**src/rtl/boot_load_ctrl.sv**
```systemverilog
// Boot-load sequencer: holds the CPU in reset while a UART loader fills the shared memory.
// Optional macro BOOT_LOAD_CHECKSUM_EN adds load_sum, the running sum of written words.
module boot_load_ctrl #(
    parameter int MAX_WORDS    = 256,
    parameter int IDLE_TIMEOUT = 2000000
) (
    input  logic        clk,
    input  logic        rst,
    input  logic        load_req,
    input  logic        ldr_wr,
    input  logic [31:0] ldr_addr,
    input  logic [31:0] ldr_data,
    input  logic        cpu_wr,
    input  logic [31:0] cpu_addr,
    input  logic [31:0] cpu_data,
    output logic        ldr_enable,
    output logic        cpu_rst,
    output logic        mem_wr,
    output logic [31:0] mem_addr,
    output logic [31:0] mem_data,
    output logic        busy,
    output logic [15:0] word_cnt,
`ifdef BOOT_LOAD_CHECKSUM_EN
    output logic [31:0] load_sum,
`endif
    output logic        addr_err
);

    localparam int                IDLE_W    = $clog2(IDLE_TIMEOUT + 1);
    localparam logic [31:0]       MAX_W     = 32'(MAX_WORDS);
    localparam logic [IDLE_W-1:0] IDLE_LAST = IDLE_W'(IDLE_TIMEOUT - 1);

    typedef enum logic [1:0] { ST_RUN, ST_LOAD, ST_DONE } state_e;

    state_e            state_q;
    logic              load_req_q, ldr_wr_q;
    logic              cpu_rst_q, ldr_enable_q, addr_err_q;
    logic              wr_q;
    logic [31:0]       wr_addr_q, wr_data_q;
    logic [15:0]       word_cnt_q, word_cnt_d;
    logic [IDLE_W-1:0] idle_q;
    logic              load_rise, word_evt, addr_ok, cnt_full, timed_out;

    assign load_rise  = load_req & ~load_req_q;
    assign word_evt   = ldr_wr & ~ldr_wr_q & (state_q == ST_LOAD);
    assign addr_ok    = ldr_addr < MAX_W;
    assign word_cnt_d = (word_cnt_q == 16'hFFFF) ? word_cnt_q : word_cnt_q + 16'd1;
    assign cnt_full   = ({16'h0000, word_cnt_q} == MAX_W);
    assign timed_out  = (word_cnt_q != 16'd0) && (idle_q == IDLE_LAST);

`ifdef BOOT_LOAD_CHECKSUM_EN
    logic [31:0] sum_q;
    assign load_sum = sum_q;
`endif

    // NOTE: every register in a clocked block uses <=, so all reads see pre-edge values.
    always_ff @(posedge clk) begin
        if (rst) begin
            state_q      <= ST_RUN;
            load_req_q   <= 1'b0;
            ldr_wr_q     <= 1'b0;
            cpu_rst_q    <= 1'b1;
            ldr_enable_q <= 1'b0;
            addr_err_q   <= 1'b0;
            wr_q         <= 1'b0;
            wr_addr_q    <= '0;
            wr_data_q    <= '0;
            word_cnt_q   <= '0;
            idle_q       <= '0;
`ifdef BOOT_LOAD_CHECKSUM_EN
            sum_q        <= '0;
`endif
        end else begin
            load_req_q <= load_req;
            ldr_wr_q   <= ldr_wr;
            wr_q       <= 1'b0;
            case (state_q)
                ST_RUN: begin
                    cpu_rst_q <= 1'b0;
                    if (load_rise) begin
                        state_q      <= ST_LOAD;
                        cpu_rst_q    <= 1'b1;
                        ldr_enable_q <= 1'b1;
                        word_cnt_q   <= '0;
                        addr_err_q   <= 1'b0;
                        idle_q       <= '0;
`ifdef BOOT_LOAD_CHECKSUM_EN
                        sum_q        <= '0;
`endif
                    end
                end
                ST_LOAD: begin
                    // A word event always wins: the count/timeout exits are evaluated on quiet cycles.
                    if (word_evt) begin
                        idle_q <= '0;
                        if (addr_ok) begin
                            wr_q       <= 1'b1;
                            wr_addr_q  <= ldr_addr;
                            wr_data_q  <= ldr_data;
                            word_cnt_q <= word_cnt_d;
`ifdef BOOT_LOAD_CHECKSUM_EN
                            sum_q      <= sum_q + ldr_data;
`endif
                        end else begin
                            addr_err_q <= 1'b1;
                        end
                    end else if (cnt_full || timed_out) begin
                        state_q      <= ST_DONE;
                        ldr_enable_q <= 1'b0;
                    end else if (word_cnt_q != 16'd0) begin
                        idle_q <= idle_q + IDLE_W'(1);
                    end
                end
                ST_DONE: begin
                    state_q   <= ST_RUN;
                    cpu_rst_q <= 1'b0;
                end
                default: state_q <= ST_RUN;
            endcase
        end
    end

    // NOTE: defaults first so every path assigns every output and no latch is inferred.
    always_comb begin
        mem_wr   = wr_q;
        mem_addr = wr_addr_q;
        mem_data = wr_data_q;
        if (state_q == ST_RUN) begin
            mem_wr   = cpu_wr;
            mem_addr = cpu_addr;
            mem_data = cpu_data;
        end
    end

    assign busy       = (state_q != ST_RUN);
    assign cpu_rst    = cpu_rst_q;
    assign ldr_enable = ldr_enable_q;
    assign word_cnt   = word_cnt_q;
    assign addr_err   = addr_err_q;

endmodule
```
**config.mk**
```make
export PLATFORM = sky130hd
export DESIGN_NAME = boot_load_ctrl
export DESIGN_NICKNAME = d
export VERILOG_FILES = /design/src/rtl/boot_load_ctrl.sv
export SDC_FILE = /design/constraint.sdc
export NUM_CORES = 1
export LEC_CHECK = 0
export ABC_CLOCK_PERIOD_IN_PS = 2500
export BUFFER_PORTS_ARGS = -buffer_cell sky130_fd_sc_hd__buf_2
export CORE_ASPECT_RATIO = 2
export CORE_MARGIN = 2
export CORE_UTILIZATION = 25
export DETAILED_ROUTE_END_ITERATION = 8
export PLACE_DENSITY = 0.48
export SKIP_LAST_GASP = 1
export SYNTH_ARGS = -nofsm -noshare
export SYNTH_HDL_FRONTEND = slang
export SYNTH_SLANG_ARGS = --single-unit
```
**constraint.sdc**
```tcl
create_clock -name clk -period 2.5 [get_ports clk]
set_input_delay 0.25 -clock clk [delete_from_list [all_inputs] [get_ports clk]]
set_output_delay 0.25 -clock clk [all_outputs]
set_load 0.02 [all_outputs]
```
# --- Word level (Yosys, flattened, before mapping) ---
# Index checks and enable logic that the tools add are counted.
totals:
  elab_cells: 77
  out_inout_bits: 85
  in_bits: 133
  ff_bits: 109
op_classes:
  n_bitwise: 7
  eq_ne: 14
  n_reduce_logical: 14
  n_lt_le_gt_ge: 1
  addsub: 2
  n_mux: 28
op_table:
  columns: ["operator", "n"]
  rows:
  - ["$mux 21", 4]
  - ["$mux 16", 4]
  - ["$mux 32", 2]
  - ["$pmux 21 s2", 1]
  - ["$lt 32x9->1 const B", 1]
  - ["$pmux 16 s2", 1]
  - ["$add 21x1->21 const B", 1]
  - ["$eq 21x21->1 const B", 1]
  - ["$add 16x1->16 const B", 1]
  - ["$eq 16x16->1 const B", 1]
  - ["$eq 16x9->1 const B", 1]
  - ["$reduce_bool 16->1", 1]
  - ["$ne 2x2->1 const B", 6]
  - ["$reduce_and 4->1", 3]
  - ["$mux 1", 9]
  - ["$mux 2", 3]
  - ["$pmux 1 s2", 3]
  - ["$reduce_and 3->1", 2]
  - ["$reduce_bool 2->1", 3]
  - ["$reduce_and 5->1", 1]
  - ["$not 1->1", 4]
  - ["$pmux 2 s2", 1]
  - ["$and 1x1->1", 3]
  - ["$ne 3x2->1 const B", 1]
  - ["other kinds (8)", 8]

# --- Depth between registers and ports, before layout ---
# Gate-level depths: netlist (run 1).
logic_depth:
  word_depth: 6
  mapped_depth: 8
  ltp_nobuf: 7

# --- Worst setup path before layout (run 1) ---
# Ideal clock, no wire load.
synth_path:
  kind: "reg-to-reg"
  startpoint: "register word_cnt_q[1], in the netlist word_cnt[1]"
  endpoint: "register word_cnt_q[0], in the netlist word_cnt[0]"
  slack_ns: 0.334
  synth_period_minus_slack_ns: 2.166
  path_stages_with_launch: 8
  t_arrival_ns: 2.045
  n_path_buf: 1
  path_cell_list: "dfxtp_1 > ha_1 > nand2_1 > or4_1 > or2_0 > clkbuf_1 > nand3_1 > mux2_2"
synth_via:
  elab_chain_len: 3
synth_lines:
  columns: ["item", "line", "source"]
  rows:
  - ["start: declaration", "40", "logic [15:0] word_cnt_q, word_cnt_d;"]
  - ["start signal: assignment", "100", "word_cnt_q <= word_cnt_d;"]
  - ["$eq 16x16->1", "47", "assign word_cnt_d = (word_cnt_q == 16'hFFFF) ? word_cnt_q : word_cnt_q + 16'd1;"]
  - ["$ne 2x2->1 (no line)", null, null]
  - ["$reduce_and 5->1 (no line)", null, null]
# Every way passes these cells.
# A chain may end at the register's enable or synchronous reset.

# --- Worst setup path after layout (run 1) ---
layout_path:
  startpoint: "register state_q[0]"
  endpoint: "output port mem_addr[9]"
layout_via:
  elab_chain_len: 2
layout_lines:
  columns: ["item", "line", "source"]
  rows:
  - ["start: declaration", "35", "state_e state_q;"]
  - ["start signal: assignment", "59", "state_q <= ST_RUN;"]
  - ["start signal: assignment", "81", "state_q <= ST_LOAD;"]
  - ["start signal: assignment", "108", "state_q <= ST_DONE;"]
  - ["$logic_not 2->1", "128", "if (state_q == ST_RUN) begin"]
  - ["$mux 32", "128", null]
  - ["end: declaration", "19", "output logic [31:0] mem_addr,"]
# Every way passes these cells.

==> results.sh, run 1 <==
export IMPL_status="complete, no violations"
export IMPL_drv_cap=0
export IMPL_synth_area_um2=5200
export IMPL_via_count=4925
export IMPL_hp_class="input pin to flip-flop"
export IMPL_critical_path_class="flip-flop to primary output"
export IMPL_synth_edf_count=0
export IMPL_fin_skew_ps=14.1
export IMPL_synth_flop_cell="dfxtp_1"
export IMPL_firstDrtPassIters=4
export IMPL_slew_headroom_pct=26.4
export IMPL_place_congestion=0.758
export IMPL_rsz0062_at_grt="false"
export IMPL_dp_cells=1033
export IMPL_antenna_diode_count=0
export IMPL_grt_pass1_vias=4707
export IMPL_wl_met2_um=9180
export IMPL_wl_per_cell_um=15.7
export IMPL_synthesis_nets=685
export IMPL_mostFrequentLayoutCell="buf_2"
export IMPL_mostFrequentLayoutCells="buf_2 (217), dfxtp_1 (109), mux2_2 (67)"
export IMPL_multi_input_area_um2=2870
export IMPL_htree_num_levels=3
export IMPL_synth_area_mux_share_pct=23.4
export IMPL_root_buffer="clkbuf_16"
export IMPL_fill_cells=2166
export IMPL_fp_dieH_um=208
export IMPL_die_w_um=106
export IMPL_numCtsBuffers=9
export IMPL_areaGrowthSynthToFinish_pct=36.1
export IMPL_finalSetupViolations=0
export IMPL_clk_path_buf_depth=2
export IMPL_async_flop_share_pct=0
export IMPL_finalCritPeriodShare_pct=91.3
export IMPL_die_area_um2=22100
export IMPL_clock_sinks=109
export IMPL_coreArea_um2=20500
export IMPL_wl_met1_um=6190
export IMPL_gr_total_overflow=0
export IMPL_routed_via_density=4.69
export IMPL_synthSimpleGateAreaFrac_pct=21.5
export IMPL_slew_viol_final=0
export IMPL_drt_iter0_markers=195
export IMPL_cp_max_fo=26
export IMPL_max_freq_mhz=438
export IMPL_p_leak_nw=3.00
export IMPL_synth_top_family_by_area="multiplexers"
export IMPL_wl_um=16500
export IMPL_synth_seq_cells=109
export IMPL_grt_max_degree=37
export IMPL_cellPowerDensity_nw_per_um2=535
export IMPL_grt_pass1_wl_um=24900
export IMPL_synth_xor_area_share_pct=0
export IMPL_syn_inst=549
export IMPL_synth_cell_types=51
export IMPL_worst_ir_drop_vdd_uv=309
export IMPL_synth_warnings=0
export IMPL_seq_area_frac_synth_pct=41.9
export IMPL_synth_fa_ha_area_share_pct=0.722
export IMPL_required_ps=2250
export IMPL_drive_above_1_share_pct=43.2
export IMPL_synth_compound_area_share_pct=9.38
export IMPL_crit_path_end_kind="primary output"
export IMPL_routed_top_layer="met4"
export IMPL_seqCellArea_um2=2180
export IMPL_track_usage_pct=14.6
export IMPL_dp_hpwl_um=12700
export IMPL_met3_length_um=825
export IMPL_syn_mean_instance_area_um2=9.48
export IMPL_cts_tree="yes"
export IMPL_hold_buffers=0
export IMPL_worstPathArrival_ps=2030
export IMPL_initial_core_util_pct=25.4
export IMPL_clock_latency_ps=360
export IMPL_tns_ps=0
export IMPL_period_needed_ps=2280
export IMPL_fin_nets=914
export IMPL_placementRows=74
export IMPL_post_route_drc_count=0
export IMPL_startpoint_type="flip-flop"
export IMPL_cts_clk_slew_worst_paths_ps=80
export IMPL_antenna_found_initial=0
export IMPL_postCtsSetupBuffers=0
export IMPL_post_cts_resized_instances=0
export IMPL_tightestPinTransition_ps=1100
export IMPL_numPortBuffers=217
export IMPL_hold_viol_final=0
export IMPL_stdcell_count=1049
export IMPL_drtAntennaViolNets=0
export IMPL_io_pins=218
per-stage QoR:
step / cell area (um^2) / hold WS, ps / utilization [%] / setup slack (ps) / power [W]
6_report: 7080 / 124 / 34.6 / 217 / 0.00379
5_1_grt: 7080 / 125 / 34.6 / 42.9 / 0.00397
4_1_cts: 7080 / 105 / 34.6 / 120 / 0.00387
3_5_place_dp: 6780 / 441 / 33.1 / 239 / 0.00239
3_3_place_gp: 6780 / 436 / 33.1 / 241 / 0.00239
2_1_floorplan: 5200 / 378 / - / 334 / 0.00214
area by class of cell:
| cell class | instances | area share (%) |
|---|---|---|
| inverter | 13 | 0.689 |
| clock inverter | 7 | 1.08 |
| sequential | 109 | 30.8 |
| timing repair buffer | 244 | 18.9 |
| multi-input combinational | 401 | 40.6 |
| tap | 266 | 4.70 |
| clock buffer | 9 | 3.18 |
cell families after synthesis:
kind of cell / after synthesis
compound gates: 74
fa+ha+maj: 3
buf+inv: 39
flops: 109
mux: 113
simple gates: 211
registers in the layout (all words and copies together), names as in the netlist:
signal and count:
wr_addr_q 32, wr_data_q 32, idle_q 21, word_cnt 16
state_q 2, addr_err 1, cpu_rst 1, ldr_enable 1
ldr_wr_q 1, load_req_q 1, wr_q 1
worst max-delay path, cell delays in order (launching register included):
cell     delay, ps
dfxtp_1        390
nor2_4         500
buf_12         260
mux2_2         350
buf_2          160
final timing paths:
check / start / endpoint / slack (ps) / depth (start not counted)
setup reg to reg: word_cnt[1] / idle_q[11] / 250 / 8
hold / removal: ldr_data[6] / wr_data_q[6] / 120 / 3
hold reg to reg: addr_err / addr_err / 450 / 2
setup / recovery: state_q[0] / mem_addr[9] / 220 / 4
layer usage:
metal / vias to the layer above / track usage (%)
li1: 2465 / -
met1: 2297 / 14.9
met2: 153 / 28.6
met3: 10 / 2.76
met4: 0 / 5.17
met5: - / 0
where the power goes:
part	switching, W	internal (W)	total [W]
registers	0.0000116	0.00175	0.00176
logic	0.000323	0.000265	0.000588
clock network	0.000731	0.000709	0.00144
total	0.00107	0.00272	0.00379
synthesized netlist by cell type, types with 12 or more instances:
library cell,number,area share [%]
nand3_1,16,1.5
inv_1,12,0.87
a31oi_1,17,2.0
nand4_1,14,1.7
mux2i_1,46,8.9
clkbuf_1,18,1.3
nand2_1,32,2.3
nor2_1,61,4.4
and2_1,26,3.1
nor4_1,12,1.4
mux2_2,67,15
dfxtp_1,109,42
a21oi_1,19,1.8
Note: power is estimated with default switching activity, not from simulation.
==> run 2, diff against run 1 <==
--- a/config.mk
+++ b/config.mk
@@ -12,5 +12,5 @@
 export CORE_UTILIZATION = 25
 export DETAILED_ROUTE_END_ITERATION = 8
-export PLACE_DENSITY = 0.48
+export PLACE_DENSITY = 0.47
 export SKIP_LAST_GASP = 1
 export SYNTH_ARGS = -nofsm -noshare
==> constraint.sdc (replaced) <==
create_clock -name clk -period 2.5 [get_ports clk]
set_input_delay 0.25 -clock clk [delete_from_list [all_inputs] [get_ports clk]]
set_output_delay 0.25 -clock clk [all_outputs]
set_load 0.01 [all_outputs]
==> run 2 against run 1 <==
Cell count down 0.38%. Sequential cell count is the same. Combinational power fell by 11%. Critical path type is now flip-flop to flip-flop. Critical endpoint is now idle_q[10].
==> results.sh, run 2 (synthesis gave the netlist of run 1 again) <==
export IMPL_min_path_cells=3
export IMPL_rr_startpoint="idle_q[0]"
export IMPL_initial_core_util_pct=25.4
export IMPL_postCtsSetupBuffers=0
export IMPL_worst_ir_drop_vdd_uv=278
export IMPL_seqCellArea_um2=2180
export IMPL_startpoint_type="flip-flop"
export IMPL_tightestPinTransition_ps=740
export IMPL_r2r_cells=7
export IMPL_rr_endpoint="idle_q[10]"
export IMPL_fin_nets=910
export IMPL_multi_input_area_um2=2880
export IMPL_clock_latency_ps=360
export IMPL_placementRows=74
export IMPL_drv_cap=0
export IMPL_hold_end="wr_addr_q[2]"
export IMPL_wl_um=16200
export IMPL_critical_path_class="flip-flop to flip-flop"
export IMPL_fill_cells=2173
export IMPL_whs_ps=116
export IMPL_status="complete, no violations"
export IMPL_clock_sinks=109
export IMPL_gr_total_overflow=0
export IMPL_path_cells="ha_1, and4_1, nand3_1, o211ai_1, nand3_2, buf_4, a31oi_1"
export IMPL_hold_buffers=0
export IMPL_p_leak_nw=2.98
export IMPL_io_pins=218
export IMPL_hold_viol_final=0
export IMPL_drtAntennaViolNets=0
export IMPL_dp_hpwl_um=12700
export IMPL_cts_clk_slew_worst_paths_ps=80
export IMPL_tns_ps=0
export IMPL_p_clk_share_pct=39.0
export IMPL_mostFrequentLayoutCells="buf_2 (217), dfxtp_1 (109), mux2_2 (67)"
export IMPL_post_route_drc_count=0
export IMPL_cp_max_fo=13
export IMPL_grt_pass1_wl_um=24900
export IMPL_post_cts_resized_instances=0
export IMPL_drt_iter0_markers=230
export IMPL_max_freq_mhz=454
export IMPL_pwr_share_comb_pct=14.0
export IMPL_firstDrtPassIters=4
export IMPL_numPortBuffers=217
export IMPL_htree_num_levels=3
export IMPL_fin_skew_ps=11.2
export IMPL_placed_area_um2=6730
export IMPL_areaGrowthSynthToFinish_pct=35.3
export IMPL_slew_headroom_pct=50.6
export IMPL_wl_per_cell_um=15.5
export IMPL_mostFrequentLayoutCell="buf_2"
export IMPL_crit_slowest_cell="dfxtp_1"
export IMPL_numCtsBuffers=9
export IMPL_slew_viol_final=0
export IMPL_routed_via_density=4.61
export IMPL_grt_max_degree=42
export IMPL_p_seq_share_pct=47.0
export IMPL_required_ps=2790
export IMPL_die_w_um=106
export IMPL_antenna_found_initial=0
export IMPL_root_buffer="clkbuf_16"
export IMPL_critical_path_max_stage_delay_ps=440
export IMPL_reg2reg_slack_ps=300
export IMPL_cellPowerDensity_nw_per_um2=531
export IMPL_grt_pass1_vias=4758
export IMPL_p_int_w=0.00272
export IMPL_place_congestion=0.822
export IMPL_netSwitchingPower_w=0.00101
export IMPL_finalCritPeriodShare_pct=88.1
export IMPL_hp_class="input pin to flip-flop"
export IMPL_switching_share_pct=27.1
export IMPL_coreArea_um2=20500
export IMPL_clk_path_buf_depth=2
export IMPL_die_area_um2=22100
export IMPL_crit_path_end_kind="flip-flop"
export IMPL_power_w=0.00374
export IMPL_cts_tree="yes"
export IMPL_min_from="ldr_addr[2]"
export IMPL_fp_dieH_um=208
export IMPL_track_usage_pct=14.4
export IMPL_drive_above_1_share_pct=43.0
export IMPL_finalSetupViolations=0
export IMPL_antenna_diode_count=0
export IMPL_period_needed_ps=2200
export IMPL_final_area_um2=7040
export IMPL_via_count=4822
export IMPL_worstPathArrival_ps=2490
export IMPL_rsz0062_at_grt="false"
export IMPL_reg_top3="wr_addr_q: 32 flops, wr_data_q: 32 flops, idle_q: 21 flops"
run 2: metrics by stage:
step,std cells,worst slack [ps],util (%)
final,1045,299,34.4
after global routing,1045,36.5,34.4
after CTS,1045,193,34.4
after detailed placement,1029,212,32.9
after global placement,1029,217,32.9
after floorplan,549,423,-
run 2: area by class of cell:
class                      instances  area share [%]
clock buffer                       9            3.20
clock inverter                     7            1.10
inverter                          13           0.693
multi-input combinational        401            40.9
sequential                       109            31.0
tap                              266            4.73
timing repair buffer             240            18.4
run 2: power groups by stage:
stage	Clock, W	Sequential, W	Combinational [W]
finish	0.00146	0.00176	0.000523
global route	0.00157	0.00176	0.000572
CTS	0.00153	0.00176	0.000533
detailed placement	0	0.00180	0.000530
global placement	0	0.00180	0.000531
floorplan	0	0.00180	0.000268
run 2: worst max-delay path by stage:
stage                      from             to  slack [ps]  cells after the start
global placement     state_q[1]  wr_addr_q[10]         220                      5
CTS                  state_q[1]  wr_addr_q[23]         190                      5
detailed placement   state_q[1]  wr_addr_q[23]         210                      5
floorplan           word_cnt[0]    word_cnt[0]         420                      7
finish                idle_q[0]     idle_q[10]         300                      7
global route          idle_q[0]      idle_q[8]          40                      7
run 2: metal layers:
| metal | global-route usage (%) | vias up | share of wire (%) |
|---|---|---|---|
| li1 | - | 2457 | - |
| met1 | 14.5 | 2198 | 37 |
| met3 | 2.79 | 16 | 5.3 |
| met4 | 5.94 | 0 | 2.2 |
| met2 | 28.1 | 151 | 56 |
| met5 | 0 | - | 0 |
run 2: worst max-delay path: cells and delay by family, from the launching register on:
kind                     cells  cell delay (ps)
AO/OA/AOI/OAI                2              610
adder cells (fa/ha/maj)      1              260
buffers and inverters        1              210
flip-flops                   1              440
AND/OR/NAND/NOR              3              620
